**src/rtl/uart_cmd_framer.sv**
```systemverilog
// uart_cmd_framer: assembles big-endian 16-bit commands from UART receiver bytes.
//
// Ports:
//   clk, rst        - system clock, asynchronous active-high reset
//   rx_rdy, rx_data - receiver byte-valid level and byte (held until cleared)
//   clr_rx_rdy      - registered one-cycle acknowledge of an accepted byte
//   cmd, cmd_rdy    - last complete command {first, second byte} and sticky valid flag
//   clr_cmd_rdy     - consumer acknowledge, clears cmd_rdy and overrun
//   overrun         - sticky: a command completed while cmd_rdy was still set
//   to_err          - one-cycle pulse when a partial frame is dropped on inter-byte timeout
//   chk_err         - one-cycle pulse on checksum mismatch (tied 0 without checksum)
//
// Build option: define UART_CMD_CHKSUM_EN for 3-byte frames {hi, lo, ~(hi+lo)}.
module uart_cmd_framer #(
  parameter int unsigned TIMEOUT_CYCLES = 52080
) (
  input  logic        clk,
  input  logic        rst,
  input  logic        rx_rdy,
  input  logic [7:0]  rx_data,
  output logic        clr_rx_rdy,
  output logic [15:0] cmd,
  output logic        cmd_rdy,
  input  logic        clr_cmd_rdy,
  output logic        overrun,
  output logic        to_err,
  output logic        chk_err
);

  localparam int unsigned TimerW = $clog2(TIMEOUT_CYCLES + 1);
  localparam logic [TimerW-1:0] TimerLoad = TimerW'(TIMEOUT_CYCLES);

  typedef enum logic [1:0] {
    StIdle,
`ifdef UART_CMD_CHKSUM_EN
    StWaitChk,
`endif
    StWaitLo
  } state_e;

  state_e             state_q, state_d;
  logic [TimerW-1:0]  timer_q, timer_d;
  logic [7:0]         hi_q, hi_d;
  logic [15:0]        cmd_q, cmd_d;
  logic               cmd_rdy_q, cmd_rdy_d;
  logic               overrun_q, overrun_d;
  logic               clr_rx_rdy_q, clr_rx_rdy_d;
  logic               to_err_q, to_err_d;
  logic               chk_err_q, chk_err_d;
  logic               accept;
  logic               frame_done;
  logic [15:0]        frame_cmd;
`ifdef UART_CMD_CHKSUM_EN
  logic [7:0]         lo_q, lo_d;
  logic [7:0]         chk_sum;
`endif

  // The acknowledge cycle never accepts, so a still-high rx_rdy is not captured twice.
  assign accept = rx_rdy & ~clr_rx_rdy_q;

  always_comb begin
    state_d      = state_q;
    timer_d      = timer_q;
    hi_d         = hi_q;
    cmd_d        = cmd_q;
    cmd_rdy_d    = clr_cmd_rdy ? 1'b0 : cmd_rdy_q;
    overrun_d    = clr_cmd_rdy ? 1'b0 : overrun_q;
    clr_rx_rdy_d = accept;
    to_err_d     = 1'b0;
    chk_err_d    = 1'b0;
    frame_done   = 1'b0;
    frame_cmd    = {hi_q, rx_data};
`ifdef UART_CMD_CHKSUM_EN
    lo_d         = lo_q;
    chk_sum      = ~(hi_q + lo_q);
`endif

    case (state_q)
      StIdle: begin
        if (accept) begin
          hi_d    = rx_data;
          timer_d = TimerLoad;
          state_d = StWaitLo;
        end
      end
      StWaitLo: begin
        if (timer_q != '0) timer_d = timer_q - TimerW'(1);
        if (accept) begin
`ifdef UART_CMD_CHKSUM_EN
          lo_d    = rx_data;
          timer_d = TimerLoad;
          state_d = StWaitChk;
`else
          frame_done = 1'b1;
          state_d    = StIdle;
`endif
        end else if (timer_q == '0) begin
          to_err_d = 1'b1;
          state_d  = StIdle;
        end
      end
`ifdef UART_CMD_CHKSUM_EN
      StWaitChk: begin
        if (timer_q != '0) timer_d = timer_q - TimerW'(1);
        frame_cmd = {hi_q, lo_q};
        if (accept) begin
          if (rx_data == chk_sum) frame_done = 1'b1;
          else                    chk_err_d  = 1'b1;
          state_d = StIdle;
        end else if (timer_q == '0) begin
          to_err_d = 1'b1;
          state_d  = StIdle;
        end
      end
`endif
      default: state_d = StIdle;
    endcase

    // Completion beats a simultaneous clear; overrun looks at the pre-edge flag.
    if (frame_done) begin
      cmd_d     = frame_cmd;
      cmd_rdy_d = 1'b1;
      if (cmd_rdy_q) overrun_d = 1'b1;
    end
  end

  always_ff @(posedge clk or posedge rst) begin
    if (rst) begin
      state_q      <= StIdle;
      timer_q      <= '0;
      hi_q         <= '0;
      cmd_q        <= '0;
      cmd_rdy_q    <= 1'b0;
      overrun_q    <= 1'b0;
      clr_rx_rdy_q <= 1'b0;
      to_err_q     <= 1'b0;
      chk_err_q    <= 1'b0;
`ifdef UART_CMD_CHKSUM_EN
      lo_q         <= '0;
`endif
    end else begin
      state_q      <= state_d;
      timer_q      <= timer_d;
      hi_q         <= hi_d;
      cmd_q        <= cmd_d;
      cmd_rdy_q    <= cmd_rdy_d;
      overrun_q    <= overrun_d;
      clr_rx_rdy_q <= clr_rx_rdy_d;
      to_err_q     <= to_err_d;
      chk_err_q    <= chk_err_d;
`ifdef UART_CMD_CHKSUM_EN
      lo_q         <= lo_d;
`endif
    end
  end

  assign clr_rx_rdy = clr_rx_rdy_q;
  assign cmd        = cmd_q;
  assign cmd_rdy    = cmd_rdy_q;
  assign overrun    = overrun_q;
  assign to_err     = to_err_q;
  assign chk_err    = chk_err_q;

endmodule

```
**config.mk**
```make
export PLATFORM = sky130hd
export DESIGN_NAME = uart_cmd_framer
export DESIGN_NICKNAME = d
export VERILOG_FILES = /design/src/rtl/uart_cmd_framer.sv
export SDC_FILE = /design/constraint.sdc
export NUM_CORES = 1
export LEC_CHECK = 0
export BUFFER_PORTS_ARGS = -buffer_cell sky130_fd_sc_hd__buf_2
export CORE_UTILIZATION = 55
export CTS_CLUSTER_SIZE = 16
export DETAILED_ROUTE_END_ITERATION = 7
export PLACE_DENSITY = 0.75
export SLEW_MARGIN = 20
export SYNTH_ARGS = -nofsm -noshare
export SYNTH_HDL_FRONTEND = slang
export SYNTH_SLANG_ARGS = --single-unit
```
**constraint.sdc**
```tcl
create_clock -name clk -period 2.2 [get_ports clk]
set_input_delay 0.22 -clock clk [delete_from_list [all_inputs] [get_ports clk]]
set_output_delay 0.22 -clock clk [all_outputs]
set_load 0.01 [all_outputs]
```
==> impl_metrics.py <==
metrics = {
    "status": {
        "outcome": "complete, no violations",
    },
    "clocking": {
        "path_clk_slew_ns": 0.13,
        "cts_setup_buffers": 0,
        "clockBufferDepth": 2,
        "postCtsResizedCells": 0,
        "cts_tree": "yes",
        "clockRootBuffer": "clkbuf_4",
        "cts.sinks": 45,
        "insertion_delay_ns": 0.35,
        "htree_num_levels": 2,
        "ctsHoldBuffers": 1,
        "numCtsBuffers": 5,
    },
    "finish": {
        "diodes": 0,
        "final_cell_area_um2": 2330,
        "drive_above_1_share_pct": 25.6,
        "final_core_util_pct": 68.2,
        "fill_cells": 277,
        "nNetsFinal": 235,
        "syn_to_final_growth_pct": 16.2,
        "final_common_cell": "dfrtp_1",
        "multi_input_area_um2": 827,
        "ff_latch_area_um2": 1130,
        "layout_common_cells": "45 x dfrtp_1, 31 x buf_2, 30 x nand2_1",
    },
    "timing": {
        "tightest_slew_ns": 0.557,
        "finalHoldViolations": 0,
        "drv_slew": 0,
        "fin_crit_sh_pct": 86.8,
        "relSlewSlack_pct": 62.8,
        "setup-violations-final": 0,
        "worst_slack_ns": 0.291,
        "finalSetupTns_ns": 0,
        "skew_ns": 0.00520,
        "rsz0062_at_grt": "false",
        "fmax_ghz": 0.524,
        "period_needed_ns": 1.91,
    },
    "yosys": {
        "synth_area_um2": 2000,
        "synth_edf_count": 0,
        "ys_seq_area_share_pct": 56.2,
        "synth_flop_cell": "dfrtp_1",
        "ys_types": 45,
        "ys_ff_latch": 45,
        "synth_warnings": 0,
        "avgSynthCellArea_um2": 10.9,
        "syn-num-nets": 197,
        "async_reset_ff_share_pct": 100,
        "syn_inst": 184,
    },
    "floorplanning": {
        "die_h_um": 62.4,
        "coreArea_um2": 3420,
        "row_count": 21,
        "dieArea_um2": 3890,
        "die_w_um": 62.4,
        "io-pin-count": 33,
        "start_util_pct": 58.6,
    },
    "power_and_ir_drop": {
        "combPwrFrac_pct": 27.5,
        "switching_share_pct": 32.8,
        "seqPwrFrac_pct": 50.5,
        "p_leak_nw": 1.07,
        "p_int_mw": 1.65,
        "power_frac_clock_pct": 22.0,
        "cellPowerDensity_nw_per_um2": 1060,
        "peakVddDrop_mv": 0.689,
        "power_mw": 2.46,
        "p_switching_mw": 0.808,
    },
    "global_routing": {
        "antenna_found_initial": 0,
        "grtUsageTotal_pct": 22.7,
        "gr-total-overflow": 0,
        "grt_max_degree": 46,
        "grt_pass1_vias": 1541,
        "grt_pass1_wl_um": 6880,
    },
    "placed_design": {
        "gp_congestion": 0.815,
        "dpl.hpwl_um": 2700,
        "place_area_um2": 2230,
        "pre_cts_slack_ns": 0.325,
        "port-buffer-count": 31,
    },
    "detailed_routing": {
        "drtAntennaViolNets": 0,
        "via_count": 1510,
        "dr.pass1.iters": 6,
        "drtIter0Drc": 77,
        "vias_per_cell": 5.61,
        "drc": 0,
        "detail_route.wl_per_cell_um": 14.5,
        "drt_wl_total_um": 3910,
    },
    "worst_setup_path": {
        "path_max_fanout": 6,
        "crit_path_end_kind": "flop",
        "timing_worst_setup_path_type": "flop to flop",
        "worstPathArrival_ns": 2.20,
        "start_kind": "flop",
        "required_ns": 2.49,
    },
    "worst_hold_path": {
        "min-delay-path-class": "input pin to flop",
    },
    "job": {
        "cap_violations": 0,
    },
}
layout make-up:
cell class | instances | area share [%]
Tap cell | 46 | 2.47
Inverter | 5 | 0.806
Clock inverter | 2 | 1.61
Timing Repair Buffer | 38 | 9.03
Multi-Input combinational cell | 127 | 35.5
Clock buffer | 6 | 2.20
Sequential cell | 45 | 48.4
power by group through the flow:
stage,sequential [mW],clock [mW],combinational [mW]
global placement,1.23,0,0.653
floorplan,1.28,0,0.379
detailed placement,1.26,0,0.678
CTS,1.24,0.551,0.682
global route,1.28,0.575,0.756
finish,1.24,0.541,0.677
synthesized netlist by cell type, types with 3 or more instances:
library cell / n / area share, %
mux2_2: 8 / 4.5
nand2_1: 30 / 5.6
nand3_1: 6 / 1.5
mux2_1: 8 / 4.5
o21ai_1: 5 / 1.2
clkbuf_1: 5 / 0.94
nor3_1: 3 / 0.75
o21ai_0: 5 / 1.2
nand4_1: 3 / 0.94
mux2i_1: 5 / 2.5
dfrtp_1: 45 / 56
inv_1: 5 / 0.94
a21oi_1: 3 / 0.75
nor2b_1: 4 / 1.2
o31ai_1: 3 / 1.1
nor2_1: 13 / 2.4
stage by stage:
step / hold slack (ns) / std cells
2_1_floorplan: 0.316 / 184
3_3_place_gp: 0.379 / 260
4_1_cts: 0.0367 / 269
3_5_place_dp: 0.388 / 260
6_report: 0.0486 / 269
5_1_grt: 0.0354 / 269
path summary, 6_finish.rpt:
check | depth (start not counted) | from | slack, ns | endpoint
max in group asynchronous | 4 | rst | 1.29 | cmd[2]
setup reg to reg | 6 | timer_q[0] | 0.29 | timer_q[1]
hold reg to reg | 2 | hi_q[2] | 0.48 | hi_q[2]
hold / removal | 2 | clr_cmd_rdy | 0.05 | cmd_rdy
min in group asynchronous | 4 | rst | 0.53 | overrun
setup / recovery | 6 | timer_q[0] | 0.29 | timer_q[1]
worst max-delay path, cell delays in order (launching register included):
cell	delay (ns)
dfrtp_1	0.43
inv_1	0.12
ha_1	0.24
nor3b_1	0.33
nand2_1	0.20
o21ai_1	0.32
mux2i_1	0.21
layer usage:
| layer | GRT usage [%] | up-vias | wire [um] |
|---|---|---|---|
| li1 | - | 725 | - |
| met1 | 29.1 | 724 | 1730 |
| met2 | 38.0 | 50 | 1920 |
| met3 | 4.04 | 11 | 156 |
| met4 | 9.59 | 0 | 93 |
| met5 | 0 | - | 0 |
logic make-up after synthesis:
family,count (synthesis),synth area share [%]
buf+inv,12,2.50
compound gates,25,8.06
simple gates,79,20.9
other cells,1,0.187
flops,45,56.2
mux,21,11.5
fa+ha+maj,1,0.625
flip-flops by register name, summed over array words and instances (netlist names):
signal      count
clr_rx_rdy      1
to_err          1
state_q         1
hi_q            8
overrun         1
cmd_rdy         1
timer_q        16
cmd            16
Note: power is estimated with default switching activity, not from simulation.
